==> src/rtl/pakin_io_pkg.sv <==
// Shared field widths, handshake state encoding and the dst rotation rule
// used by both the debug packet source and this sink.
package pakin_io_pkg;

    localparam int NS_ADDRESS_SIZE = 4;
    localparam int NS_DATA_SIZE    = 8;
    localparam int NS_REDUN_SIZE   = 4;

    typedef enum logic {
        RX_IDLE = 1'b0,
        RX_ACK  = 1'b1
    } rx_state_e;

    // Next destination in the source's rotation: wraps to lo once hi is reached.
    function automatic int next_addr(input int a, input int lo, input int hi);
        return (a >= hi) ? lo : a + 1;
    endfunction

endpackage

==> src/rtl/pak_fifo.sv <==
// Synchronous FIFO holding packed packets; pointers carry one extra wrap bit
// so full and empty are told apart without a separate counter.
module pak_fifo #(
    parameter int WIDTH = 20,
    parameter int DEPTH = 4
) (
    input  logic             i_clk,
    input  logic             i_rst,
    input  logic             i_push,
    input  logic             i_pop,
    input  logic [WIDTH-1:0] i_wdata,
    output logic [WIDTH-1:0] o_rdata,
    output logic             o_full,
    output logic             o_empty
);

    localparam int AW = $clog2(DEPTH);

    logic [AW:0]      wptr_q, rptr_q;
    logic [WIDTH-1:0] mem_q [DEPTH];
    logic             do_push, do_pop;

    assign o_empty = (wptr_q == rptr_q);
    assign o_full  = (wptr_q[AW] != rptr_q[AW]) && (wptr_q[AW-1:0] == rptr_q[AW-1:0]);
    assign do_push = i_push && !o_full;
    assign do_pop  = i_pop && !o_empty;
    assign o_rdata = mem_q[rptr_q[AW-1:0]];

    // NOTE: state flops use non-blocking assignments so every flop samples pre-edge values.
    always_ff @(posedge i_clk) begin
        if (i_rst) begin
            wptr_q <= '0;
            rptr_q <= '0;
        end else begin
            if (do_push) wptr_q <= wptr_q + (AW+1)'(1);
            if (do_pop)  rptr_q <= rptr_q + (AW+1)'(1);
        end
    end

    // NOTE: storage is left unreset; the pointers alone define which entries are meaningful.
    always_ff @(posedge i_clk) begin
        if (do_push) mem_q[wptr_q[AW-1:0]] <= i_wdata;
    end

endmodule

==> src/rtl/pakin_io.sv <==
// Debug packet sink: 4-phase req/ack receiver feeding a small FIFO, with a
// checker for the source's generation pattern, sticky error flags and a counter.
module pakin_io
    import pakin_io_pkg::*;
#(
    parameter int MIN_ADDR = 1,
    parameter int MAX_ADDR = 3,
    parameter int CHK_SRC  = 3,
    parameter int CHK_RED  = 15,
    parameter int DEPTH    = 4,
    parameter int ASZ      = NS_ADDRESS_SIZE,
    parameter int DSZ      = NS_DATA_SIZE,
    parameter int RSZ      = NS_REDUN_SIZE
) (
    input  logic           i_clk,
    input  logic           i_rst,
    input  logic [ASZ-1:0] i0_src,
    input  logic [ASZ-1:0] i0_dst,
    input  logic [DSZ-1:0] i0_dat,
    input  logic [RSZ-1:0] i0_red,
    input  logic           i0_req,
    output logic           i0_ack,
    output logic           o_pkt_vld,
    output logic [ASZ-1:0] o_pkt_src,
    output logic [ASZ-1:0] o_pkt_dst,
    output logic [DSZ-1:0] o_pkt_dat,
    output logic [RSZ-1:0] o_pkt_red,
    input  logic           i_pkt_pop,
    output logic           dbg_full,
    output logic [7:0]     dbg_cnt,
    output logic [3:0]     dbg_err
);

    localparam int PW = 2*ASZ + DSZ + RSZ;

    rx_state_e      state_q, state_d;
    logic           push;
    logic           fifo_full, fifo_empty;
    logic [PW-1:0]  head;

    logic           first_q, first_d;
    logic [ASZ-1:0] prev_dst_q, prev_dst_d;
    logic [3:0]     prev_nib_q, prev_nib_d;
    logic [3:0]     err_q, err_d;
    logic [7:0]     cnt_q, cnt_d;
    logic [ASZ-1:0] exp_dst;

    always_ff @(posedge i_clk) begin
        if (i_rst) state_q <= RX_IDLE;
        else       state_q <= state_d;
    end

    // NOTE: every combinational output gets a default first so no path can infer a latch.
    always_comb begin
        state_d = state_q;
        unique case (state_q)
            RX_IDLE: if (push)    state_d = RX_ACK;
            RX_ACK:  if (!i0_req) state_d = RX_IDLE;
            default:              state_d = RX_IDLE;
        endcase
    end

    // Acceptance uses the pre-pop full flag, so a pop never lets a push through in the same cycle.
    always_comb begin
        i0_ack = (state_q == RX_ACK);
        push   = (state_q == RX_IDLE) && i0_req && !fifo_full;
    end

    pak_fifo #(
        .WIDTH (PW),
        .DEPTH (DEPTH)
    ) u_fifo (
        .i_clk   (i_clk),
        .i_rst   (i_rst),
        .i_push  (push),
        .i_pop   (i_pkt_pop),
        .i_wdata ({i0_src, i0_dst, i0_dat, i0_red}),
        .o_rdata (head),
        .o_full  (fifo_full),
        .o_empty (fifo_empty)
    );

    assign exp_dst = ASZ'(next_addr(int'(prev_dst_q), MIN_ADDR, MAX_ADDR));

    always_comb begin
        first_d    = first_q;
        prev_dst_d = prev_dst_q;
        prev_nib_d = prev_nib_q;
        err_d      = err_q;
        cnt_d      = cnt_q;
        if (push) begin
            cnt_d      = cnt_q + 8'd1;
            first_d    = 1'b0;
            prev_dst_d = i0_dst;
            prev_nib_d = i0_dat[3:0];
            if (i0_src != ASZ'(CHK_SRC)) err_d[0] = 1'b1;
            if (i0_red != RSZ'(CHK_RED)) err_d[3] = 1'b1;
            // The first packet since reset only seeds the rotation and data references.
            if (!first_q) begin
                if (i0_dst != exp_dst)                err_d[1] = 1'b1;
                if (i0_dat[3:0] != prev_nib_q + 4'd1) err_d[2] = 1'b1;
            end
        end
    end

    always_ff @(posedge i_clk) begin
        if (i_rst) begin
            first_q    <= 1'b1;
            prev_dst_q <= '0;
            prev_nib_q <= '0;
            err_q      <= '0;
            cnt_q      <= '0;
        end else begin
            first_q    <= first_d;
            prev_dst_q <= prev_dst_d;
            prev_nib_q <= prev_nib_d;
            err_q      <= err_d;
            cnt_q      <= cnt_d;
        end
    end

    assign o_pkt_vld = !fifo_empty;
    assign {o_pkt_src, o_pkt_dst, o_pkt_dat, o_pkt_red} = head;
    assign dbg_full  = fifo_full;
    assign dbg_cnt   = cnt_q;
    assign dbg_err   = err_q;

endmodule
==> config.mk <==
export PLATFORM = sky130hd
export DESIGN_NAME = pakin_io
export DESIGN_NICKNAME = d
export VERILOG_FILES = /design/src/rtl/pakin_io_pkg.sv /design/src/rtl/pak_fifo.sv /design/src/rtl/pakin_io.sv
export SDC_FILE = /design/constraint.sdc
export NUM_CORES = 1
export LEC_CHECK = 0
export ABC_CLOCK_PERIOD_IN_PS = 3100
export CAP_MARGIN = 30
export CORE_MARGIN = 4
export CORE_UTILIZATION = 54
export CTS_CLUSTER_SIZE = 14
export DETAILED_ROUTE_END_ITERATION = 8
export PLACE_DENSITY = 0.79
export SYNTH_ARGS = -nofsm -noshare
export SYNTH_HDL_FRONTEND = slang
export SYNTH_SLANG_ARGS = --single-unit
export TNS_END_PERCENT = 50
==> constraint.sdc <==
create_clock -name i_clk -period 3.1 [get_ports i_clk]
set_input_delay 0.62 -clock i_clk [delete_from_list [all_inputs] [get_ports i_clk]]
set_output_delay 0.62 -clock i_clk [all_outputs]
set_load 0.02 [all_outputs]
==> metrics.cfg, run 1 <==
[job]
cap_violations=0

[clocking]
clockRootBuffer=clkbuf_8
ctsResizeCount=0
h-tree-depth=3
cts_buffers=9
clockBufferDepth=2
clock-sinks=110
clkLatencyLatePin_ns=0.36
cts_hold_buf=0
cts_setup_buffers=0
path_clk_slew_ns=0.09
cts_tree=done

[placed_design]
dp_hpwl_um=5100
dpl_cell_area_um2=5050
dp_cells=429
io_buffers=58
place_ws_ns=0.618
gp_congestion=0.766

[yosys]
yosysTopAreaCell=edfxtp_1
async_reset_ff_frac=0
synth.top_cells.by_count=edfxtp_1, dfxtp_1, nand2_1
synth_edf_count=80
synth_warnings=0
yosysMostFrequentCell=edfxtp_1
avgSynthCellArea_um2=16.0
ys.flop_type=edfxtp_1
ys_seq_area_frac=0.697
netlist_top_cells_area=edfxtp_1, dfxtp_1, mux4_2
yosysUniqueCellTypes=35
netlist_instances=269
synth_seq_cells=110
synthesis.nets=301
netlist_area_um2=4310
synth_top_area_frac=0.558

[grt]
antenna_found_initial=0
use_met3=0.0409
grt_start_max_net_pins=27
grt_util_all_layers=0.170
busiest_layer=met2
grt_pass1_wl_um=12600
grt_pass1_vias=2493
gr-total-overflow=0
grt_util_met1=0.236
grt_util_met2=0.266

[routing]
drt_iter0_markers=117
via_per_inst=5.48
postRouteAntennaNets=0
wire_per_inst_um=17.1
vias=2437
wirelength_um=7620
post-route-drc-count=0
first_pass_iters=4

[pwr]
pwr-share-clk=0.274
powerDensity_nw_per_um2=601
seqPwrFrac=0.530
p_switching_uw=814
leakagePower_nw=1.75
pwr-share-comb=0.195
p_total_mw=3.16
ir_drop_mv=0.242
p_int_mw=2.34
switching_share=0.258

[floorplanning]
dieArea_um2=9470
core_um2=7730
io_pins=59
die_h_um=97.3
die_x_um=97.3
start_util=0.557
rows=32

[sta]
setup-violations-final=0
tightest_slew_ns=0.937
clock.fmax_mhz=358
final-max-slew-violation-count=0
rsz0062_at_grt=no
fin_ws_ns=0.307
slew_headroom=0.373
min_period_ns=2.79
fin_tns_setup_ns=0
fin_hold_ws_ns=0.468
hold_violations=0
fin_crit_sh=0.901
finClkSkew_ns=0.0145

[final_layout]
drive_above_1_share=0.146
layout.nets=370
fin_util=0.680
areaGrowthSynthToFinish_pct=21.9
final_cells=445
stdcell_area_um2=5250
antenna_cells=0

[worst_setup_path]
cp_cell_sequence=buf_4, mux4_2, clkdlybuf4s50_1
arrival_ns=2.17
slowest_delay_ns=0.58
critPathLaunchType=register
critPathRequiredTime_ns=2.48
path_class=reg2out
crit_path_top_delay_cell=mux4_2
cp-end-kind=output pin
cp_max_fo=20

[worst_hold_path]
min_path_type=reg2reg

[status]
status=finished clean

## state kept, by name, summed over array words and instances (netlist names), named ones only
signal,cells
u_fifo.rptr_q,3
u_fifo.wptr_q,3
prev_nib_q,4
u_fifo.mem_q,80
dbg_cnt,8
i0_ack,1
first_q,1
dbg_err,4
prev_dst_q,4
## worst max-delay path: cells and delay by family, from the launching register on
kind	cells	cell delay [ns]
buffers and inverters	2	0.92
DFF	1	0.32
muxes	1	0.58
## power by group through the flow
| stage | logic [mW] | registers, mW | clock network [mW] |
|---|---|---|---|
| global placement | 0.616 | 1.71 | 0 |
| finish | 0.616 | 1.67 | 0.866 |
| floorplan | 0.364 | 1.71 | 0 |
| CTS | 0.628 | 1.68 | 0.883 |
| global route | 0.660 | 1.68 | 0.957 |
| detailed placement | 0.624 | 1.71 | 0 |
## worst paths after layout
kind	start	endpoint	slack [ns]	depth (start not counted)
min reg2reg	prev_dst_q[1]	prev_dst_q[1]	0.47	2
max reg2reg	u_fifo.wptr_q[0]	dbg_cnt[5]	1.17	5
min	prev_dst_q[1]	prev_dst_q[1]	0.47	2
max	register	o_pkt_src[2]	0.31	3
## kinds of logic (layout without fill, tap and decap cells)
family / Yosys count / after routing / synth area share
flops: 110 / 110 / 0.697
buf+inv: 16 / 90 / 0.0168
compound gates: 36 / 36 / 0.0497
fa+ha+maj: 8 / 8 / 0.0232
xor+xnor: 15 / 15 / 0.0340
mux: 21 / 21 / 0.107
simple gates: 63 / 63 / 0.0723
## cell type report
class	count	area, µm²
clock inverter	6	76.3
inverter	5	18.8
fill	537	2480
sequential	110	3000
multi-input combinational	143	1230
timing repair buffer	69	663
tap	102	128
clock buffer	10	128
## per-layer routing
metal,vias up,part of all wire,wire length (µm)
met3,6,0.053,404
met4,0,0.0098,75
met1,1199,0.45,3430
li1,1163,-,-
met5,-,0,0
met2,69,0.49,3710
## cell usage in the layout, fill, tap and decap left out, types with 2 or more instances in the layout
master           instances
a21o_1                   2
a21oi_1                 22
and2_1                   3
buf_4                   11
clkbuf_8                 9
clkdlybuf4s50_1         58
clkinv_4                 2
dfxtp_1                 30
edfxtp_1                80
ha_1                     8
inv_1                    5
inv_6                    2
mux4_2                  20
nand2_1                 24
nand3_1                  5
nor2_1                  10
nor2b_1                  2
nor3_1                   3
o21ai_0                  4
o31ai_1                  4
or3_1                    5
or4_1                    3
xnor2_1                  8
xor2_1                   5
xor2_2                   2
Power figures use the tool's default switching activity.
==> inputs of run 2 (changes only) <==
- CORE_MARGIN: 4 -> 3
==> run 2 against run 1 <==
Global-route usage up 2.1 points. Routed wire length is 2.6% higher. Sequential power about the same. Sequential share of layout area decreased by 0.33 points. Non-clock buffer count increased by 1. Final cell count is 0.45% lower. Cell area increased by 0.57%. Core utilization up 2.6 points. Via count rose by 0.29%. Combinational power grew 1%. Clock skew down 0.0071 ns. Die area shrank 4.1%.
==> metrics.cfg, run 2 (synthesis results as in run 1) <==
[status]
status=finished clean

[worst_setup_path]
arrival_ns=2.16  ; about the same
cp_num_buf_inv=2  ; unchanged
slowest_delay_ns=0.60  ; +0.02 ns
path_delay_family=buffers and inverters
cp_cell_sequence=xor2_2, or3_1, inv_1, clkdlybuf4s50_1
cp_max_fo=6  ; -70%
critPathRequiredTime_ns=2.48  ; about the same
critPathLaunchType=register
crit_path_top_delay_cell=clkdlybuf4s50_1
cp-end-kind=output pin
path_class=reg2out

[floorplanning]
dieArea_um2=9080  ; -4.1%
rows=31  ; -3.1%
start_util=0.575  ; +0.0180
core_um2=7490  ; -3.1%
die_x_um=95.3  ; -2.1%
die_h_um=95.3  ; -2.1%
io_pins=59  ; unchanged

[placed_design]
gp_congestion=0.808  ; +5.5%
io_buffers=58  ; unchanged
dp_hpwl_um=5020  ; -1.6%

[worst_hold_path]
min_path_type=reg2reg

[routing]
post-route-drc-count=0  ; unchanged
vias=2444  ; +0.29%
first_pass_iters=4  ; unchanged
drt_iter0_markers=160  ; +37%
via_per_inst=5.52  ; +0.74%
wirelength_um=7820  ; +2.6%
postRouteAntennaNets=0  ; unchanged
wire_per_inst_um=17.6  ; +3.0%

[sta]
hold_violations=0  ; unchanged
tightest_slew_ns=0.460  ; -0.477 ns
fin_tns_setup_ns=0  ; unchanged
min_period_ns=2.78  ; -0.0135 ns
slew_headroom=0.690  ; +0.317
clock.fmax_mhz=360  ; +0.49%
final-max-slew-violation-count=0  ; unchanged
setup-violations-final=0  ; unchanged
rsz0062_at_grt=no
finClkSkew_ns=0.00740  ; -0.00714 ns
fin_crit_sh=0.896  ; -0.00435

[clocking]
clkLatencyLatePin_ns=0.36  ; about the same
cts_tree=done
ctsResizeCount=0  ; unchanged
cts_buffers=9  ; unchanged
cts_setup_buffers=0  ; unchanged
clockBufferDepth=2  ; unchanged
path_clk_slew_ns=0.10  ; about the same
clock-sinks=110  ; unchanged
clockRootBuffer=clkbuf_8
cts_hold_buf=0  ; unchanged
h-tree-depth=3  ; unchanged

[final_layout]
areaGrowthSynthToFinish_pct=22.6
mostFrequentLayoutCells=edfxtp_1, clkdlybuf4s50_1, dfxtp_1, nand2_1, a21oi_1
final_common_cell=edfxtp_1
fillers=497  ; -7.4%
drive_above_1_share=0.151  ; +0.00539
largest_reg_flops=80  ; unchanged
antenna_cells=0  ; unchanged
layout.nets=371  ; +0.27%
fin_util=0.705  ; +0.0259

[grt]
antenna_found_initial=0  ; unchanged
gr-total-overflow=0  ; unchanged
grt_util_all_layers=0.190  ; +0.0207
grt_start_max_net_pins=22  ; -19%
grt_pass1_vias=2495  ; +0.080%
grt_pass1_wl_um=12700  ; +0.55%

[job]
cap_violations=0  ; unchanged

[pwr]
ir_drop_mv=0.339  ; +40%
leakagePower_nw=1.76  ; +0.63%
powerDensity_nw_per_um2=617  ; +2.6%

run 2: final cells by class:
cell class	instances	area (µm²)	share of cell area
Timing Repair Buffer	70	671	0.127
Inverter	5	18.8	0.00355
Sequential cell	110	3000	0.569
Multi-Input combinational cell	143	1230	0.234
Clock inverter	7	106	0.0201
Clock buffer	9	124	0.0235
Tap cell	99	124	0.0235
run 2: path summary, 6_finish.rpt:
kind | startpoint | endpoint | slack (ns) | cells past startpoint
hold reg to reg | prev_dst_q[2] | prev_dst_q[2] | 0.47 | 2
setup reg to reg | u_fifo.wptr_q[0] | dbg_cnt[3] | 1.17 | 6
hold / removal | prev_dst_q[2] | prev_dst_q[2] | 0.47 | 2
setup / recovery | u_fifo.wptr_q[0] | dbg_full | 0.32 | 4
run 2: worst min-delay path, delay by kind of cell, from the launching register on:
family,cells,cell delay (ns)
flops,1,0.33
simple gates,1,0.05
compound gates,1,0.05
run 2: routing by layer:
layer,global-route usage,vias to the layer above,share of wire
li1,-,1159,-
met1,0.258,1197,0.43
met2,0.308,80,0.49
met3,0.0458,8,0.062
met4,0.0577,0,0.012
met5,0,-,0
run 2: per-stage QoR:
step	cell area, µm²	hold WS [ns]	worst slack, ns	cells	total power, mW
finish	5280	0.469	0.321	443	3.26
global route	5280	0.506	0.222	443	3.38
CTS	5270	0.468	0.308	442	3.28
detailed placement	5040	0.445	0.603	426	2.34
global placement	5040	0.438	0.636	426	2.33
floorplan	4310	0.427	0.578	269	2.07
run 2: power breakdown:
part	total [mW]	switching, mW	leakage (nW)	internal [mW]
registers	1.68	0.0347	0.976	1.64
clock network	0.956	0.488	0.109	0.467
logic	0.623	0.306	0.675	0.318
==> inputs of run 3 (changes only) <==
- PLACE_DENSITY: 0.79 -> 0.78
- SYNTH_HIERARCHICAL: default -> 1
==> run 3 against run 2 <==
Via count is 6.5% higher. Routed wire length is 3.5% higher. Clock power is 18% lower. Critical path depth is the same. Clock skew increased by 0.0032 ns. Sequential share of layout area decreased by 0.88 points. Global-route usage shrank 1.1 points. Total power is 12% higher. Clock-buffer cell count increased by 1. Setup slack got worse by 0.11 ns. Critical endpoint unchanged.
==> metrics.cfg, run 3 <==
[status]
status=finished clean

[floorplanning]
io_pins=59  ; unchanged
die_h_um=96.8  ; +1.5%
start_util=0.567  ; -0.00834
dieArea_um2=9370  ; +3.1%
core_um2=7850  ; +4.8%
die_x_um=96.8  ; +1.5%
rows=32  ; +3.2%

[yosys]
muxShareOfSynthArea=0.104  ; -0.00314
ys.flop_type=edfxtp_1
yosysTopAreaCell=edfxtp_1
synth_top_area_frac=0.540  ; -0.0179
netlist_instances=289  ; +7.4%
synth_xor_area_frac=0.0276  ; -0.00643
yosysUniqueCellTypes=41  ; +17%
yosysMostFrequentCell=edfxtp_1
synth.top_cells.by_count=edfxtp_1, dfxtp_1, nand2_1
synth_seq_cells=110  ; unchanged
synthAdderAreaFrac=0.0225  ; -0.000745
avgSynthCellArea_um2=15.4  ; -3.8%
synth_edf_count=80  ; unchanged
yosys.area_share.simple=0.0863  ; +0.0140
synth_warnings=6  ; +6
synth_compound_area_frac=0.0624  ; +0.0127
synthesis.nets=321  ; +6.6%
netlist_top_cells_area=edfxtp_1, dfxtp_1, mux4_2
netlist_area_um2=4450  ; +3.3%
async_reset_ff_frac=0  ; unchanged
synth_top_family_by_area=multiplexers
ys_seq_area_frac=0.675  ; -0.0223

[sta]
clock.fmax_mhz=346  ; -3.9%
hold_violations=0  ; unchanged
fin_crit_sh=0.933  ; +0.0367
rsz0062_at_grt=no
setup-violations-final=0  ; unchanged
slew_headroom=0.520  ; -0.170
fin_tns_setup_ns=0  ; unchanged
min_period_ns=2.89  ; +0.114 ns
tightest_slew_ns=0.718  ; +0.257 ns
finClkSkew_ns=0.0106  ; +0.00324 ns
final-max-slew-violation-count=0  ; unchanged

[grt]
grt_pass1_vias=2655  ; +6.4%
grt_start_max_net_pins=21  ; -4.5%
gr-total-overflow=0  ; unchanged
grt_pass1_wl_um=13400  ; +5.8%
grt_util_all_layers=0.180  ; -0.0105
antenna_found_initial=0  ; unchanged

[final_layout]
areaGrowthSynthToFinish_pct=20.5
fillers=565  ; +14%
layout.nets=389  ; +4.9%
final_common_cell=edfxtp_1
largest_reg_flops=80  ; unchanged
drive_above_1_share=0.146  ; -0.00475
antenna_cells=0  ; unchanged
multiInputGateArea_um2=1360  ; +10%
mostFrequentLayoutCells=edfxtp_1, clkdlybuf4s50_1, dfxtp_1, nand2_1, mux4_2
ff_latch_area_um2=3000  ; unchanged

[clocking]
cts_setup_buffers=0  ; unchanged
clockRootBuffer=clkbuf_8
clockBufferDepth=2  ; unchanged
cts_buffers=9  ; unchanged
path_clk_slew_ns=0.09  ; about the same
cts_tree=done
clock-sinks=110  ; unchanged
h-tree-depth=3  ; unchanged
clkLatencyLatePin_ns=0.36  ; about the same

[pwr]
leakagePower_nw=1.77  ; +0.75%
powerDensity_nw_per_um2=679  ; +10%
p_total_mw=3.64  ; +12%
ir_drop_mv=0.451  ; +33%

[worst_setup_path]
crit_path_top_delay_cell=clkdlybuf4s50_1
cp_cell_sequence=xnor2_2, nand2_1, nor2_1, clkdlybuf4s50_1
arrival_ns=2.27  ; +0.11 ns
critPathRequiredTime_ns=2.48  ; about the same
critPathLaunchType=register
cp-end-kind=output pin
path_class=reg2out
cp_max_fo=9  ; +3
slowest_delay_ns=0.66  ; +0.06 ns

[worst_hold_path]
min_path_type=reg2reg

[routing]
wirelength_um=8090  ; +3.5%
via_per_inst=5.61  ; +1.7%
vias=2604  ; +6.5%
postRouteAntennaNets=0  ; unchanged
drt_iter0_markers=137  ; -14%
first_pass_iters=4  ; unchanged
wire_per_inst_um=17.4  ; -1.2%
post-route-drc-count=0  ; unchanged

[placed_design]
gp_congestion=0.847  ; +4.8%
dp_hpwl_um=5290  ; +5.4%
io_buffers=58  ; unchanged

[job]
cap_violations=0  ; unchanged

[run 3: routing by layer]
metal	wire, µm	vias to the layer above	global-route usage
met4	44	0	0.0605
met3	380	5	0.0324
li1	-	1255	-
met5	0	-	0
met1	3710	1278	0.257
met2	3960	66	0.282
[run 3: area by class of cell]
type | instances | area share
flip-flops and latches | 110 | 0.560
multi-input cells | 159 | 0.254
repair buffers | 69 | 0.124
clock buffers | 10 | 0.0257
well taps | 102 | 0.0238
clock inverters | 6 | 0.00793
inverters | 8 | 0.00560
[run 3: repair_timing]
action | CTS | global route
gates resized for setup | 0 | 1
hold buffers | 0 | 0
setup endpoints to repair | 0 | 1
[run 3: power by group]
group          total, mW  switching [mW]  internal [mW]  leakage [nW]
clock network      0.787           0.469          0.317        0.0891
logic               1.07           0.547          0.523         0.709
registers           1.78          0.0678           1.72         0.976
total               3.64            1.08           2.56          1.77
[run 3: final timing paths]
kind,from,endpoint,slack (ns),depth (start not counted)
max,u_fifo/wptr_q[1],dbg_full,0.21,4
max reg2reg,u_fifo/wptr_q[1],u_fifo/mem_q[0][9],0.47,9
min,prev_dst_q[1],prev_dst_q[1],0.47,2
min reg2reg,prev_dst_q[1],prev_dst_q[1],0.47,2
[run 3: worst max-delay path, delay by kind of cell (launching register included)]
kind                   cells  cell delay, ns
AND/OR/NAND/NOR            2            0.46
XOR/XNOR                   1            0.36
flip-flops                 1            0.43
buffers and inverters      1            0.66
[run 3: stage by stage]
stage,worst slack (ns),hold slack [ns],utilization,std cells,cell area [µm²]
floorplan,0.0996,0.428,-,289,4460
global placement,0.431,0.445,0.660,448,5180
detailed placement,0.399,0.449,0.660,448,5180
CTS,0.0422,0.468,0.683,464,5360
global route,0.0578,0.480,0.684,464,5360
finish,0.207,0.466,0.684,464,5360
[run 3: cells by family (layout without fill, tap and decap cells)]
kind of cell,after synthesis,in the layout
compound gates,44,44
xor+xnor,14,14
fa+ha+maj,8,8
buf+inv,20,93
simple gates,72,72
mux,21,21
flops,110,110
==> RTL edit, RTL diff (settings of run 1) <==
Reset style: asynchronous (`i_rst`), changed in 3 clocked blocks.
--- a/src/rtl/pak_fifo.sv
+++ b/src/rtl/pak_fifo.sv
@@ -27,7 +27,7 @@
     assign o_rdata = mem_q[rptr_q[AW-1:0]];
 
     // NOTE: state flops use non-blocking assignments so every flop samples pre-edge values.
-    always_ff @(posedge i_clk) begin
+    always_ff @(posedge i_clk or posedge i_rst) begin
         if (i_rst) begin
             wptr_q <= '0;
             rptr_q <= '0;
--- a/src/rtl/pakin_io.sv
+++ b/src/rtl/pakin_io.sv
@@ -45,7 +45,7 @@
     logic [7:0]     cnt_q, cnt_d;
     logic [ASZ-1:0] exp_dst;
 
-    always_ff @(posedge i_clk) begin
+    always_ff @(posedge i_clk or posedge i_rst) begin
         if (i_rst) state_q <= RX_IDLE;
         else       state_q <= state_d;
     end
@@ -103,7 +103,7 @@
         end
     end
 
-    always_ff @(posedge i_clk) begin
+    always_ff @(posedge i_clk or posedge i_rst) begin
         if (i_rst) begin
             first_q    <= 1'b1;
             prev_dst_q <= '0;
Behaviour: differs if i_rst is asserted again (counterexample within 4 cycles, from zero or initial values and one cycle with i_rst high); with i_rst held inactive, the same outputs for 10 cycles.
==> RTL edit against run 1 <==
  * Global-route usage is 0.40 points lower
  * Synthesized area decreased by 0.87%
  * Sequential cell count shrank 2
  * Routed wire length is 5.8% lower
  * Final area down 0.91%
  * Core utilization fell by 0.62 points
  * Setup slack worse by 0.048 ns
  * Critical endpoint is now o_pkt_dat[3]
Power is not compared: it rests on default switching activity, and its combinational part moved more than twofold at a synthesized area within 25%.
==> RTL edit: results (changes against run 1) <==
reg2reg setup slack - 0.99 ns (-0.18 ns)
EDFF count, synth - 80 (unchanged)
worst-case clock skew - 0.00926 ns (-0.00528 ns)
Synth top cells by count - edfxtp_1, dfrtp_1, mux4_2, xnor2_1, ha_1
register area share after synthesis - 72.7% (+3.0 points)
GR Util met3 - 2.81% (-1.3 points)
routed via count - 2142 (-12%)
RePlAce Congestion - 0.786 (+2.6%)
Root Buffer - clkbuf_8
vias in the first global route - 2333 (-6.4%)
met1 Track Usage GR - 21.0% (-2.7 points)
number of setup buffers added after CTS - 0 (unchanged)
status - finished, final reports clean
Mapped Nets - 249 (-17%)
asr flop ratio synth - 25.9% (+26 points)
synth top area cells - edfxtp_1, dfrtp_1, mux4_2, xnor2_1, ha_1
Routed WL per cell - 18.1 um (+5.9%)
mux share of post-synthesis cell area - 13.5% (+2.8 points)
met2 wire length - 3750 um (+0.94%)
Hold EP - dbg_cnt[7]
GR Util met2 - 27.9% (+1.3 points)
Slew @ Worst Pin - 0.357 ns (-0.580 ns)
hold path startpoint - dbg_cnt[7]
Final nets - 321 (-13%)
Reg-to-Reg End - u_fifo.mem_q[0][18]
ratio of cells with drive above 1 in the final layout - 19.7% (+5.2 points)
gr usage total - 16.6% (-0.40 points)
Netlist cell types - 33 (-5.7%)
CP Max Fanout - 19 (-5.0%)
area post-placement - 5030 um^2 (-0.35%)
pin count of the biggest net entering global routing - 29 (+7.4%)
adder-cell area share of the yosys netlist - 2.34% (+0.020 points)
Peak VDD IR - 386 uV
XOR/XNOR share of the synthesized area - 4.31% (+0.91 points)
CTS max path bufs - 2 (unchanged)
pre-CTS WS - 0.619 ns (+0.000943 ns)
worst setup path endpoint - o_pkt_dat[3]
Register-to-Register Path Depth - 5 (unchanged)
Slowest-stage cell, CP - clkdlybuf4s50_1
fmax - 352 MHz (-1.7%)
first-pass GRT wire length - 12100 um (-4.5%)
Num CTS Buffers - 9 (unchanged)
HPWL Detailed - 4830 um (-5.3%)
hold path cells - 1 (-1)
wl on met1 - 2950 um (-14%)
max incr delay on CP - 0.56 ns (-0.02 ns)
worst path arrival time - 2.22 ns (+0.05 ns)
highest metal used - met4
met3 WL - 333 um (-18%)
Starting DRT DRC Count - 109 (-6.8%)
Synth Area in Compound Gates - 1.85% (-3.1 points)
worst flop-to-flop path startpoint - u_fifo.rptr_q[0]
[RTL edit: area by class of cell]
cell class | count | area [um^2]
well taps | 102 | 128
fillers | 515 | 2520
inverters | 5 | 18.8
multi-input cells | 97 | 1100
repair buffers | 68 | 681
clock buffers | 9 | 124
clock inverters | 7 | 50.0
flip-flops and latches | 108 | 3100
[RTL edit: power groups by stage]
stage | clock, uW | combinational, uW | sequential [uW]
floorplan | 0 | 1180 | 2050
global placement | 0 | 1890 | 2040
detailed placement | 0 | 1920 | 2050
CTS | 768 | 1930 | 2030
global route | 823 | 2040 | 2060
finish | 750 | 1890 | 2020
[RTL edit: per-stage QoR]
| step | hold slack, ns | std cells |
|---|---|---|
| 2_1_floorplan | 0.462 | 217 |
| 5_1_grt | 0.506 | 396 |
| 4_1_cts | 0.487 | 396 |
| 6_report | 0.480 | 396 |
| 3_5_place_dp | 0.470 | 380 |
| 3_3_place_gp | 0.465 | 380 |
